$ cat src/rtl/vu_vxu_bank_seq_pkg.sv
// Shared widths, bank-count limits and FSM encodings for the vector-unit bank sequencer.
package vu_vxu_bank_seq_pkg;

    localparam int SZ_BPTR  = 3;
    localparam int SZ_BPTR1 = 4;
    localparam int SZ_BPTR2 = 5;
    localparam int SZ_BCNT  = 4;

    localparam logic [SZ_BCNT-1:0] BCNT_MIN = 4'd3;
    localparam logic [SZ_BCNT-1:0] BCNT_MAX = 4'd8;

    typedef enum logic [0:0] {
        ST_IDLE = 1'b0,
        ST_RUN  = 1'b1
    } seq_state_e;

    function automatic logic bcnt_legal(input logic [SZ_BCNT-1:0] b);
        return (b >= BCNT_MIN) && (b <= BCNT_MAX);
    endfunction

endpackage

$ cat src/rtl/vu_vxu_bptr_mod.sv
// Combinational bank-pointer wrap: nptr = (ptr + incr) mod bcnt.
// The sum stays below 8*bcnt for every legal bcnt, so three restoring steps suffice.
module vu_vxu_bptr_mod
    import vu_vxu_bank_seq_pkg::*;
(
    input  logic [SZ_BPTR-1:0]  ptr,
    input  logic [SZ_BPTR1-1:0] incr,
    input  logic [SZ_BCNT-1:0]  bcnt,
    output logic [SZ_BPTR-1:0]  nptr
);

    localparam int RW = SZ_BPTR2 + 1;

    logic [RW-1:0] r;

    always_comb begin
        r = RW'(ptr) + RW'(incr);
        if (r >= {bcnt, 2'b00}) r = r - {bcnt, 2'b00};
        if (r >= RW'({bcnt, 1'b0})) r = r - RW'({bcnt, 1'b0});
        if (r >= RW'(bcnt)) r = r - RW'(bcnt);
    end

    assign nptr = SZ_BPTR'(r);

endmodule

$ cat src/rtl/vu_vxu_bank_seq.sv
// Bank sequencer: 2-entry issue buffer feeding a walker that emits one read/write-back
// bank pair per cycle, wrapping modulo the configured active bank count.
//
// state | meaning
// IDLE  | no op running; loads buffer head when not stalled
// RUN   | output registers hold the current slice; advance on each unstalled cycle
module vu_vxu_bank_seq
    import vu_vxu_bank_seq_pkg::*;
#(
    parameter int VLEN_W = 11,
    parameter int TAG_W  = 4,
    parameter int QDEPTH = 2
) (
    input  logic                clk,
    input  logic                reset_n,
    input  logic                cfg_val,
    input  logic [SZ_BCNT-1:0]  cfg_bcnt,
    output logic                cfg_err,
    input  logic                iss_val,
    output logic                iss_rdy,
    input  logic [SZ_BPTR-1:0]  iss_bptr,
    input  logic [VLEN_W-1:0]   iss_vlen,
    input  logic [SZ_BPTR-1:0]  iss_lat,
    input  logic [TAG_W-1:0]    iss_tag,
    input  logic                stall,
    output logic                seq_val,
    output logic [SZ_BPTR-1:0]  seq_bptr,
    output logic [SZ_BPTR-1:0]  seq_wptr,
    output logic                seq_last,
    output logic [TAG_W-1:0]    seq_tag,
    output logic                busy
);

    logic [SZ_BCNT-1:0] bcnt_q;
    logic               cfg_err_q;

    logic [SZ_BPTR-1:0] q_bptr [QDEPTH];
    logic [VLEN_W-1:0]  q_vlen [QDEPTH];
    logic [SZ_BPTR-1:0] q_lat  [QDEPTH];
    logic [TAG_W-1:0]   q_tag  [QDEPTH];
    logic               q_wr, q_rd;
    logic [1:0]         q_cnt, q_cnt_nxt;
    logic               rdy_q;

    seq_state_e         state_q;
    logic               val_q, last_q;
    logic [SZ_BPTR-1:0] bptr_q, wptr_q, lat_q;
    logic [VLEN_W-1:0]  cnt_q;
    logic [TAG_W-1:0]   tag_q;

    logic               head_vld, push, pop, load_run, busy_w;
    logic [SZ_BPTR-1:0] head_bptr, head_lat;
    logic [VLEN_W-1:0]  head_vlen;
    logic [TAG_W-1:0]   head_tag;
    logic [SZ_BPTR-1:0] start_bptr, adv_bptr, next_bptr, next_lat, next_wptr;

    assign head_vld  = (q_cnt != 2'd0);
    assign head_bptr = q_bptr[q_rd];
    assign head_vlen = q_vlen[q_rd];
    assign head_lat  = q_lat[q_rd];
    assign head_tag  = q_tag[q_rd];

    assign push     = iss_val & rdy_q;
    // Head is taken when idle, or on the final slice so back-to-back ops have no bubble.
    assign pop      = head_vld & ~stall & ((state_q == ST_IDLE) | last_q);
    assign load_run = pop & (head_vlen != '0);
    assign busy_w   = (state_q == ST_RUN) | head_vld;

    assign q_cnt_nxt = q_cnt + 2'(push) - 2'(pop);

    vu_vxu_bptr_mod u_norm (
        .ptr  (head_bptr),
        .incr ('0),
        .bcnt (bcnt_q),
        .nptr (start_bptr)
    );

    vu_vxu_bptr_mod u_adv (
        .ptr  (bptr_q),
        .incr (SZ_BPTR1'(1)),
        .bcnt (bcnt_q),
        .nptr (adv_bptr)
    );

    assign next_bptr = load_run ? start_bptr : adv_bptr;
    assign next_lat  = load_run ? head_lat : lat_q;

    vu_vxu_bptr_mod u_wb (
        .ptr  (next_bptr),
        .incr ({1'b0, next_lat}),
        .bcnt (bcnt_q),
        .nptr (next_wptr)
    );

    always_ff @(posedge clk or negedge reset_n) begin
        if (!reset_n) begin
            q_wr  <= 1'b0;
            q_rd  <= 1'b0;
            q_cnt <= 2'd0;
            rdy_q <= 1'b1;
        end else begin
            if (push) q_wr <= ~q_wr;
            if (pop)  q_rd <= ~q_rd;
            q_cnt <= q_cnt_nxt;
            rdy_q <= (q_cnt_nxt != 2'(QDEPTH));
        end
    end

    always_ff @(posedge clk) begin
        if (push) begin
            q_bptr[q_wr] <= iss_bptr;
            q_vlen[q_wr] <= iss_vlen;
            q_lat[q_wr]  <= iss_lat;
            q_tag[q_wr]  <= iss_tag;
        end
    end

    // Bank count may only change with nothing in flight, so live pointers never exceed it.
    always_ff @(posedge clk or negedge reset_n) begin
        if (!reset_n) begin
            bcnt_q    <= BCNT_MAX;
            cfg_err_q <= 1'b0;
        end else begin
            cfg_err_q <= 1'b0;
            if (cfg_val) begin
                if (!busy_w && bcnt_legal(cfg_bcnt)) bcnt_q <= cfg_bcnt;
                else cfg_err_q <= 1'b1;
            end
        end
    end

    always_ff @(posedge clk or negedge reset_n) begin
        if (!reset_n) begin
            state_q <= ST_IDLE;
            val_q   <= 1'b0;
            last_q  <= 1'b0;
            bptr_q  <= '0;
            wptr_q  <= '0;
            lat_q   <= '0;
            cnt_q   <= '0;
            tag_q   <= '0;
        end else if (load_run) begin
            state_q <= ST_RUN;
            val_q   <= 1'b1;
            bptr_q  <= next_bptr;
            wptr_q  <= next_wptr;
            lat_q   <= head_lat;
            cnt_q   <= head_vlen;
            last_q  <= (head_vlen == VLEN_W'(1));
            tag_q   <= head_tag;
        end else if (state_q == ST_RUN && !stall) begin
            if (last_q) begin
                state_q <= ST_IDLE;
                val_q   <= 1'b0;
                last_q  <= 1'b0;
            end else begin
                bptr_q <= next_bptr;
                wptr_q <= next_wptr;
                cnt_q  <= cnt_q - VLEN_W'(1);
                last_q <= (cnt_q == VLEN_W'(2));
            end
        end
    end

    assign seq_val  = val_q & ~stall;
    assign seq_last = last_q & ~stall;
    assign seq_bptr = bptr_q;
    assign seq_wptr = wptr_q;
    assign seq_tag  = tag_q;
    assign iss_rdy  = rdy_q;
    assign cfg_err  = cfg_err_q;
    assign busy     = busy_w;

endmodule

$ cat config.mk
export PLATFORM = sky130hd
export DESIGN_NAME = vu_vxu_bank_seq
export DESIGN_NICKNAME = d
export VERILOG_FILES = /design/src/rtl/vu_vxu_bank_seq_pkg.sv /design/src/rtl/vu_vxu_bptr_mod.sv /design/src/rtl/vu_vxu_bank_seq.sv
export SDC_FILE = /design/constraint.sdc
export NUM_CORES = 1
export LEC_CHECK = 0
export CORE_MARGIN = 1
export CORE_UTILIZATION = 40
export DETAILED_ROUTE_END_ITERATION = 10
export DONT_BUFFER_PORTS = 1
export PLACE_DENSITY_LB_ADDON = 0.15
export REMOVE_ABC_BUFFERS = 1
export SYNTH_ARGS = -nofsm -noshare
export SYNTH_HDL_FRONTEND = slang
export SYNTH_SLANG_ARGS = --single-unit
$ cat constraint.sdc
create_clock -name clk -period 11.8 [get_ports clk]
set_clock_uncertainty 0.1 [all_clocks]
set_input_delay 1.77 -clock clk [delete_from_list [all_inputs] [get_ports clk]]
set_output_delay 1.77 -clock clk [all_outputs]
set_load 0.005 [all_outputs]
After elaboration in Yosys (flattened, before gate mapping)

Memory sizes are Yosys's and may differ from the RTL's. A register that Yosys moved wholly into a read port is not among the register bits.
Cells that the tools add are included.
Widths: inputs -> output; s select.

Output and inout port bits: 15
Memories: 4
Memory bits (writable): 42
Bits of input ports: 30
Logic and storage cells: 100
Flip-flop bits (word level): 32

Bitwise gates (word level): 12
Magnitude comparators: 11
Multiplexer cells: 30
Add/sub/neg operators: 14
Equality and inequality tests: 4
Reduce and logical (&&, ||, !) cells: 13

Memory list:

| memory | words | bits a word | read ports | clocked after memory_dff | wr ports | line                  | source |
|---|---|---|---|---|---|---|---|
| q_vlen | 2     | 11          | 1          | 0                        | 1        | vu_vxu_bank_seq.sv:38 | `logic [VLEN_W-1:0] q_vlen [QDEPTH];` |
| q_tag  | 2     | 4           | 1          | 1                        | 1        | vu_vxu_bank_seq.sv:40 | `logic [TAG_W-1:0] q_tag [QDEPTH];` |
| q_bptr | 2     | 3           | 1          | 0                        | 1        | vu_vxu_bank_seq.sv:37 | `logic [SZ_BPTR-1:0] q_bptr [QDEPTH];` |
| q_lat  | 2     | 3           | 1          | 0                        | 1        | vu_vxu_bank_seq.sv:39 | `logic [SZ_BPTR-1:0] q_lat [QDEPTH];` |

Operators by type and width:

| cell                  | number |
|---|---|
| $mux 6                | 6 |
| $mux 11               | 3 |
| $mux 3                | 11 |
| $ge 6x4->1            | 3 |
| $ge 6x5->1            | 3 |
| $sub 6x5->6           | 3 |
| $ge 4x6->1            | 2 |
| $sub 4x6->6           | 2 |
| $eq 11x1->1 const B   | 1 |
| $eq 11x2->1 const B   | 1 |
| $reduce_bool 11->1    | 1 |
| $sub 11x1->11 const B | 1 |
| $mux 1                | 10 |
| $sub 3x3->3           | 3 |
| $and 1x1->1           | 6 |
| $ge 3x6->1            | 1 |
| $reduce_and 2->1      | 3 |
| $reduce_bool 2->1     | 3 |
| $sub 3x6->6           | 1 |
| $add 3x1->4 const B   | 1 |
| $add 3x3->4           | 1 |
| $ge 4x2->1 const B    | 1 |
| $le 4x4->1 const B    | 1 |
| $not 1->1             | 4 |
| 7 further kinds       | 12 |

Longest topological paths before layout

Gate-level depths: netlist of the first run.

Depth after elaboration: 18
Gate-level depth with buffers: 49
Mapped depth without buffers: 48

Cells and area by module

A second synthesis of the first run with hierarchy kept.

Cell total of the unflattened synthesis: 462
Area total of the unflattened synthesis: 5330.1 sq um

Modules (own cells, without submodules):

| module                    | times used | sequential area each (sq um) | area an instance (sq um) | cells each |
|---|---|---|---|---|
| vu_vxu_bank_seq           | 1          | 2164.6                       | 3337.0                   | 244 |
| vu_vxu_bptr_mod at u_norm | 1          | 0.0                          | 679.4                    | 74 |
| vu_vxu_bptr_mod at u_wb   | 1          | 0.0                          | 666.9                    | 73 |
| vu_vxu_bptr_mod at u_adv  | 1          | 0.0                          | 646.9                    | 71 |

Least setup slack after synthesis of the first run

Ideal clock, no wire load.

Kind: flip-flop to flip-flop
Start point: register q_rd
End point: register wptr_q[0] (netlist: seq_wptr[0])
Arrival: 9.457 ns
Path slack: 2.119 ns
Period minus slack after synthesis: 9.681 ns
Buffers on the path: 2
Data required time: 11.575 ns
Library setup time: 0.125 ns
Stages on the path, launching flop included: 45
Cell sequence: dfrtp_1 buf_2 buf_2 mux2i_1 ha_1 nor2b_1 a31oi_1 nor2_1 mux2_2 inv_1 ha_1 nor2b_1 o21ai_0 nand3b_1 a211oi_2 mux2_2 fa_1 nand2_1 [... 9 more ...] ha_1 and4bb_1 nor2_1 nor2_1 mux2_2 inv_1 ha_1 nand4b_1 o211ai_1 a211oi_2 o21ai_0 fa_1 a21o_1 a21oi_1 and2b_2 a311oi_4 mux2i_1 mux2_2

Cells in the longest elaborated chain, start to end: 18
Elaborated cells between the ends (all ways): 32
Classes of those cells: add/sub (7); order compare (6); eq/ne (1); mux (11); bitwise (1); reduce/logical (3); memory (3)

RTL lines:

| item                                      | line                   | source |
|---|---|---|
| start: declaration                        | vu_vxu_bank_seq.sv:41  | `logic q_wr, q_rd;` |
| start signal: assignment                  | vu_vxu_bank_seq.sv:103 | `if (pop) q_rd <= ~q_rd;` |
| $mem_v2 2x3                               | n/a                    |  |
| $sub 3x6->6 or $ge 3x6->1 (tied branches) | vu_vxu_bptr_mod.sv:18  | `if (r >= {bcnt, 2'b00}) r = r - {bcnt, 2'b00};` |
| $mux 6                                    | vu_vxu_bptr_mod.sv:18  |  |
| $sub 6x5->6 or $ge 6x5->1 (tied branches) | vu_vxu_bptr_mod.sv:19  | `if (r >= RW'({bcnt, 1'b0})) r = r - RW'({bcnt, 1'b0});` |
| $mux 6                                    | vu_vxu_bptr_mod.sv:19  |  |
| $ge 6x4->1 or $sub 3x3->3 (tied branches) | vu_vxu_bptr_mod.sv:20  | `if (r >= RW'(bcnt)) r = r - RW'(bcnt);` |
| $mux 3                                    | vu_vxu_bptr_mod.sv:20  |  |
| $mux 3 *                                  | vu_vxu_bank_seq.sv:85  | `assign next_bptr = load_run ? start_bptr : adv_bptr;` |
| named net next_bptr[1]                    | vu_vxu_bank_seq.sv:55  | `logic [SZ_BPTR-1:0] start_bptr, adv_bptr, next_bptr, next_lat, next_wptr;` |
| [... 2 more ...]                          | n/a                    |  |
| $mux 6 *                                  | vu_vxu_bptr_mod.sv:18  |  |
| $sub 6x5->6 or $ge 6x5->1 (tied branches) | vu_vxu_bptr_mod.sv:19  |  |
| $mux 6 *                                  | vu_vxu_bptr_mod.sv:19  |  |
| $ge 6x4->1 or $sub 3x3->3 (tied branches) | vu_vxu_bptr_mod.sv:20  |  |
| $mux 3 *                                  | vu_vxu_bptr_mod.sv:20  |  |
| $mux 3                                    | vu_vxu_bank_seq.sv:152 | `if (last_q) begin` |
| $mux 3                                    | vu_vxu_bank_seq.sv:151 | `end else if (state_q == ST_RUN && !stall) begin` |
| $mux 3 *                                  | vu_vxu_bank_seq.sv:142 | `end else if (load_run) begin` |
| end signal: assignment                    | vu_vxu_bank_seq.sv:146 | `wptr_q <= next_wptr;` |
| end signal: assignment                    | vu_vxu_bank_seq.sv:158 | `wptr_q <= next_wptr;` |
| end: declaration                          | vu_vxu_bank_seq.sv:47  | `logic [SZ_BPTR-1:0] bptr_q, wptr_q, lat_q;` |

Mark *: on every way through the listed nets, which the timed path passes. The rest lies on a longest branch. The select of a mux whose other input is x is not followed.
A chain may end at the register's enable or synchronous reset.

Worst setup path in the final report of the first run

Start point: register bptr_q[0] (netlist: seq_bptr[0])
End point: register wptr_q[0] (netlist: seq_wptr[0])

Cells in the longest elaborated chain, start to end: 18
Elaborated cells between the ends (all ways): 24
Classes of those cells: add/sub (8); order compare (6); mux (10)

RTL lines:

| item                                      | line                   | source |
|---|---|---|
| start: declaration                        | vu_vxu_bank_seq.sv:47  |  |
| start signal: assignment                  | vu_vxu_bank_seq.sv:145 | `bptr_q <= next_bptr;` |
| start signal: assignment                  | vu_vxu_bank_seq.sv:157 | `bptr_q <= next_bptr;` |
| $add 3x1->4 *                             | vu_vxu_bptr_mod.sv:17  | `r = RW'(ptr) + RW'(incr);` |
| $sub 4x6->6 or $ge 4x6->1 (tied branches) | vu_vxu_bptr_mod.sv:18  |  |
| $mux 6 *                                  | vu_vxu_bptr_mod.sv:18  |  |
| $sub 6x5->6 or $ge 6x5->1 (tied branches) | vu_vxu_bptr_mod.sv:19  |  |
| $mux 6 *                                  | vu_vxu_bptr_mod.sv:19  |  |
| $ge 6x4->1 or $sub 3x3->3 (tied branches) | vu_vxu_bptr_mod.sv:20  |  |
| $mux 3 *                                  | vu_vxu_bptr_mod.sv:20  |  |
| $mux 3 *                                  | vu_vxu_bank_seq.sv:85  |  |
| named net next_bptr[1]                    | vu_vxu_bank_seq.sv:55  |  |
| [... 2 more ...]                          | n/a                    |  |
| $mux 6 *                                  | vu_vxu_bptr_mod.sv:18  |  |
| $sub 6x5->6 or $ge 6x5->1 (tied branches) | vu_vxu_bptr_mod.sv:19  |  |
| $mux 6 *                                  | vu_vxu_bptr_mod.sv:19  |  |
| $ge 6x4->1 or $sub 3x3->3 (tied branches) | vu_vxu_bptr_mod.sv:20  |  |
| $mux 3 *                                  | vu_vxu_bptr_mod.sv:20  |  |
| $mux 3                                    | vu_vxu_bank_seq.sv:152 |  |
| $mux 3                                    | vu_vxu_bank_seq.sv:151 |  |
| $mux 3 *                                  | vu_vxu_bank_seq.sv:142 |  |

Marks and branches as above.

==> results of run 1 <==
## kinds of logic after synthesis
family	Yosys count	synth area share (%)
buffers and inverters	36	2.88
DFF	78	44.9
adders and majority gates	47	13.5
and+or+nand+nor	121	12.8
AOI/OAI and AO/OA	88	12.5
muxes	48	10.5
xor gates and xnor gates	16	2.91
## synthesized netlist by cell type (4+ instances only)
cell type | n | area share, %
edfxtp_1 | 42 | 26
xor2_1 | 5 | 0.91
clkbuf_1 | 5 | 0.39
xnor2_1 | 11 | 2.0
nand4_1 | 6 | 0.78
and3_1 | 5 | 0.65
nor3_1 | 7 | 0.73
nor2b_1 | 6 | 0.78
ha_1 | 39 | 10
mux2_2 | 16 | 3.7
a211oi_2 | 4 | 1.0
mux2i_1 | 31 | 6.4
nor2_1 | 30 | 2.3
fa_1 | 8 | 3.3
o211ai_1 | 9 | 1.4
nand3_1 | 8 | 0.83
a21oi_1 | 14 | 1.5
nand2_1 | 33 | 2.6
nand2b_1 | 5 | 0.65
a31oi_1 | 7 | 0.91
o21ai_0 | 26 | 2.7
inv_1 | 26 | 2.0
dfrtp_1 | 34 | 18
a21o_1 | 5 | 0.78
## critical path: cells and delay by family, from the launching register on
| family | cells | cell delay, ns |
|---|---|---|
| AOI/OAI and AO/OA | 18 | 3.77 |
| xor gates and xnor gates | 1 | 0.20 |
| adders and majority gates | 9 | 2.53 |
| buffers and inverters | 4 | 0.34 |
| DFF | 1 | 0.53 |
| muxes | 6 | 1.70 |
| and+or+nand+nor | 7 | 1.17 |
## stage by stage
| step | utilization [%] | instances | setup slack [ns] | cell area (µm²) | hold WS [ns] |
|---|---|---|---|---|---|
| final | 45.6 | 587 | 1.33 | 5270 | 0.412 |
| after global routing | 45.6 | 587 | 0.422 | 5270 | 0.430 |
| after CTS | 45.6 | 587 | 1.28 | 5270 | 0.414 |
| after detailed placement | 43.1 | 571 | 1.30 | 4990 | 0.403 |
| after global placement | 43.1 | 571 | 1.67 | 4990 | 0.391 |
| after floorplan | - | 424 | 1.82 | 4770 | 0.361 |
## worst max path at each step
stage / from / to / slack (ns) / cells after the start
after floorplan: q_rd$_DFFE_PN0P_ / seq_wptr[0]$_DFFE_PN0P_ / 1.82 / 42
after global placement: q_rd$_DFFE_PN0P_ / seq_wptr[0]$_DFFE_PN0P_ / 1.67 / 40
after detailed placement: q_rd$_DFFE_PN0P_ / seq_wptr[0]$_DFFE_PN0P_ / 1.30 / 40
after CTS: q_rd$_DFFE_PN0P_ / seq_wptr[0]$_DFFE_PN0P_ / 1.28 / 40
after global routing: seq_bptr[0]$_DFFE_PN0P_ / seq_wptr[0]$_DFFE_PN0P_ / 0.42 / 45
final: seq_bptr[0]$_DFFE_PN0P_ / seq_wptr[0]$_DFFE_PN0P_ / 1.33 / 45
## layer usage
layer  up-vias  GRT usage [%]  wire [µm]
met5         -              0          0
met3        13           3.97        405
met4         0           6.22        140
met2        60           28.7       4670
met1      1555           21.8       4550
li1       1615              -          -
## layout make-up
type	instances	area, µm²	share of cell area [%]
clock inverters	6	53.8	1.02
repair buffers	4	30.0	0.570
well taps	143	179	3.40
clock buffers	10	229	4.35
inverters	26	97.6	1.85
multi-input cells	320	2510	47.7
flip-flops and latches	78	2160	41.1
## sequential cells by signal, indices dropped and copies added, names as in the netlist, 2 cells and up
name,cells
seq_wptr,3
lat_q,3
seq_tag,4
q_lat,6
q_cnt,2
bcnt_q,4
q_tag,8
cnt_q,11
seq_bptr,3
q_bptr,6
q_vlen,22
==> impl_metrics.csv, run 1 <==
group,metric,value,unit
run_status,outcome,"finished with violations",
run_status,violations,"design-rule violations",
final_layout,most_common_cell_after_layout_fill_and_taps_aside,"edfxtp_1",
grt,gr-usage-all-layers,17.2,%
die,initial_util,41.6,%
clocking,cts_tree,"done",
setup_path,crit_type,"reg2reg",
yosys,async_reset_ff_share,46.2,%
die,dieHeight,112,µm
yosys,dominantRegCellSynth,"edfxtp_1",
sta,pin_slew_with_the_least_headroom_to_its_limit,1.03,ns
route,detail-route-antenna-nets,0,
place,count_of_port_buffers_added_during_placement,0,
final_layout,layout-drive-gt1-share,10.4,%
clocking,root_buffer,"clkbuf_16",
final_layout,final_cell_mix,"edfxtp_1 (42), ha_1 (39), dfrtp_1 (34)",
clocking,clock_tree.buffer_depth,2,
yosys,synth-seq-area-share,44.9,%
route,drt_first_iter_violations,159,
die,top_level_ports,45,
hold_path,hold_end,"lat_q[0]$_DFF_PN0_",
place,gp_congestion,0.797,
die,fp.coreArea,11600,µm²
setup_path,crit_top_cell,"ha_1",
die,die-area,12500,µm²
place,dp_hpwl,7300,µm
sta,max_clock_freq,95.5,MHz
hold_path,hp-start,"lat_q[0]$_DFF_PN0_",
setup_path,worst-r2r-setup-slack,1.33,ns
final_layout,design.final.nets,516,
grt,sum_of_overflow_across_all_layers_after_global_routing,0,
clocking,cts.repair.resized,0,
grt,wire_length_of_the_first_global_routing_pass,16800,µm
hold_path,min_path_type,"reg2reg",
grt,antenna_violations_before_repair,0,
sta,period_share,88.7,%
yosys,syn_inst,434,
setup_path,critical_path.max_fanout,12,
clocking,post-cts-setup-buffer-count,0,
sta,hold_violation_total_from_the_final_report,0,
die,die_w,112,µm
sta,timing.slew.headroom,31.1,%
grt,pin_count_of_the_biggest_net_entering_global_routing,37,
route,totalWireLength,9770,µm
final_layout,area_growth,9.40,%
setup_path,critical_path.reg2reg.startpoint,"seq_bptr[0]$_DFFE_PN0P_",
grt,grt_pass1_vias,3356,
clocking,cts_inserted_buffers,9,
sta,unrepaired_setup_endpoints_after_global_routing,"false",
yosys,synthesized_flop_and_latch_total,78,
hold_path,holdPathStages,2,
setup_path,nature_of_the_critical_path_startpoint,"flip-flop",
sta,finalMaxSlewViolations,0,
setup_path,timing.rr.end,"seq_wptr[0]$_DFFE_PN0P_",
final_layout,fillCellCount,1053,
setup_path,cp_slowest_stage_delay,0.53,ns
die,placementRows,39,
route,vias,3243,
clocking,cts.hold.buffers_added,0,
route,vias_per_cell,5.52,
setup_path,end_kind,"flip-flop",
yosys,syn_avg_cell_area,11.1,µm²
clocking,worst_setup_hold_path_clk_slew,0.06,ns
setup_path,worst_ep_arrival_time,10.58,ns
route,routed_wire_length_per_instance,16.6,µm
final_layout,antennaDiodeCount,0,
sta,finalSetupViolCount,0,
setup_path,crit_slowest_cell,"dfrtp_1",
route,drcViolationCount,1,
yosys,syn-cell-area,4820,µm²
setup_path,count_of_cells_along_the_worst_register_to_register_path,45,
sta,fin_setup_tns,0,ns
yosys,number_of_enable_type_register_cells_in_the_synthesized_netlist,42,
yosys,count_of_synthesis_stage_warnings_from_yosys,0,
sta,finalCriticalPeriod,10.47,ns
setup_path,critPathRequiredTime,11.91,ns
flow_run,max_cap_viols,0,
clocking,cts_max_level,3,
clocking,insertion_delay,0.33,ns
yosys,yosysUniqueCellTypes,59,
clocking,clock_sink_count,78,
route,drt_pre_antenna_iters,7,
Power of run 1 is not shown: default switching activity piles up to over one toggle a cycle in this logic, so the estimate is an artifact.
==> run 2, diff against run 1 <==
--- a/config.mk
+++ b/config.mk
@@ -6,7 +6,7 @@
 export NUM_CORES = 1
 export LEC_CHECK = 0
 export CORE_MARGIN = 1
-export CORE_UTILIZATION = 40
+export CORE_UTILIZATION = 61
 export DETAILED_ROUTE_END_ITERATION = 10
 export DONT_BUFFER_PORTS = 1
 export PLACE_DENSITY_LB_ADDON = 0.15
==> impl_metrics.csv, run 2 (same netlist as run 1, synthesis figures left out) <==
group,metric,value,unit
run_status,outcome,"finished clean",
grt,grt.busiest_layer,"met2",
hold_path,min_path_type,"reg2reg",
setup_path,crit_slowest_cell,"dfrtp_1",
die,die-area,8250,µm²
clocking,clock_sink_count,78,
clocking,post-cts-setup-buffer-count,0,
final_layout,largest_register,"q_vlen",
clocking,cts_tree,"done",
final_layout,most_common_cell_after_layout_fill_and_taps_aside,"edfxtp_1",
die,placementRows,32,
final_layout,final_cell_mix,"edfxtp_1 (42), ha_1 (39), dfrtp_1 (34)",
route,routed_wire_length_per_instance,16.7,µm
grt,wire_length_of_the_first_global_routing_pass,15200,µm
route,totalWireLength,9090,µm
sta,unrepaired_setup_endpoints_after_global_routing,"false",
die,dieHeight,90.9,µm
sta,timing.slew.headroom,28.2,%
grt,global_route.usage.met3,3.45,%
clocking,cts.hold.buffers_added,0,
grt,antenna_violations_before_repair,0,
final_layout,layout-drive-gt1-share,10.6,%
route,drcViolationCount,0,
setup_path,worstPathBufferInverterCount,3,
grt,met1_usage,29.4,%
final_layout,antennaDiodeCount,0,
flow_run,max_cap_viols,0,
setup_path,nature_of_the_critical_path_startpoint,"flip-flop",
setup_path,worst_ep_arrival_time,10.97,ns
final_layout,final_non_filler_cell_area,5160,µm²
sta,finalSetupViolCount,0,
setup_path,end_kind,"flip-flop",
grt,grt_pass1_vias,3304,
clocking,cts.repair.resized,0,
sta,finalMaxSlewViolations,0,
grt,gr-usage-all-layers,23.5,%
final_layout,largest_register_ff_count,22,
clocking,clock_tree.buffer_depth,2,
setup_path,critPathRequiredTime,11.91,ns
place,placedInstanceArea,4920,µm²
final_layout,biggestRegsByFlops,"q_vlen (22), cnt_q (11), q_tag (8)",
setup_path,top_cell_family_by_delay_on_the_critical_path,"compound AO/OA/AOI/OAI gates",
setup_path,crit_top_cell,"ha_1",
final_layout,design.final.nets,514,
place,gp_congestion,0.833,
route,vias_per_cell,6.02,
sta,hold_violation_total_from_the_final_report,0,
die,fp.coreArea,7690,µm²
route,detail-route-antenna-nets,0,
clocking,cts_inserted_buffers,9,
sta,fin_setup_tns,0,ns
clocking,insertion_delay,0.35,ns
die,top_level_ports,45,
sta,pin_slew_with_the_least_headroom_to_its_limit,1.08,ns
sta,finalCriticalPeriod,10.86,ns
final_layout,utilization,67.2,%
grt,grtUsageMet2,39.6,%
route,drt_pre_antenna_iters,4,
sta,period_share,92.0,%
grt,sum_of_overflow_across_all_layers_after_global_routing,0,
place,count_of_port_buffers_added_during_placement,0,
final_layout,area_growth,7.25,%
final_layout,finish.cell_count_without_fillers,544,
die,initial_util,62.6,%
setup_path,critical_path.max_fanout,13,
clocking,root_buffer,"clkbuf_8",
route,drt_first_iter_violations,97,
die,die_w,90.9,µm
grt,pin_count_of_the_biggest_net_entering_global_routing,37,
setup_path,crit_type,"reg2reg",
clocking,cts_max_level,3,
place,placed_cells,528,
clocking,worst_setup_hold_path_clk_slew,0.08,ns
route,vias,3277,
setup_path,cp_slowest_stage_delay,0.80,ns
place,dp_hpwl,6810,µm
sta,max_clock_freq,92.1,MHz
==> run 2: changes by cell type in the layout (fill, tap and decap cells not counted), moves of 2 or more <==
| cell | change |
|---|---|
| buf_4 | -2 |
| bufinv_16 | +2 |
| clkbuf_16 | -9 |
| clkbuf_8 | +10 |
| clkinv_1 | -2 |
==> run 2: worst paths after layout <==
path	startpoint	to	slack, ns	depth (start not counted)
min in group asynchronous	reset_n	q_rd$_DFFE_PN0P_	1.01	0
setup reg to reg	bcnt_q[1]$_DFFE_PN0P_	seq_wptr[1]$_DFFE_PN0P_	0.94	40
hold reg to reg	seq_tag[2]$_DFFE_PN0P_	seq_tag[2]$_DFFE_PN0P_	0.41	2
max in group asynchronous	reset_n	iss_rdy$_DFF_PN1_	10.40	0
hold / removal	seq_tag[2]$_DFFE_PN0P_	seq_tag[2]$_DFFE_PN0P_	0.41	2
setup / recovery	bcnt_q[1]$_DFFE_PN0P_	seq_wptr[1]$_DFFE_PN0P_	0.94	40
==> run 2: area by class of cell <==
class	instances	area, µm²
Clock inverter	6	108
Sequential cell	78	2160
Fill cell	590	2520
Multi-Input combinational cell	320	2510
Clock buffer	10	138
Tap cell	102	128
Timing Repair Buffer	2	15.0
Inverter	26	97.6
==> run 2: worst min-delay path, delay by kind of cell (launching register included) <==
kind,cells,cell delay [ns]
compound gates,1,0.06
flops,1,0.37
simple gates,1,0.05
==> run 2: metal layers <==
metal,vias up,wire length [µm]
met3,16,349
met4,0,215
met2,67,4450
li1,1602,-
met5,-,0
met1,1592,4080
==> run 2: through the flow <==
step	worst slack, ns	hold WS, ns
3_3_place_gp	1.36	0.392
2_1_floorplan	1.82	0.361
3_5_place_dp	1.01	0.400
4_1_cts	0.932	0.417
6_report	0.941	0.410
5_1_grt	0.145	0.450
Power of run 2 is left out for the same reason.
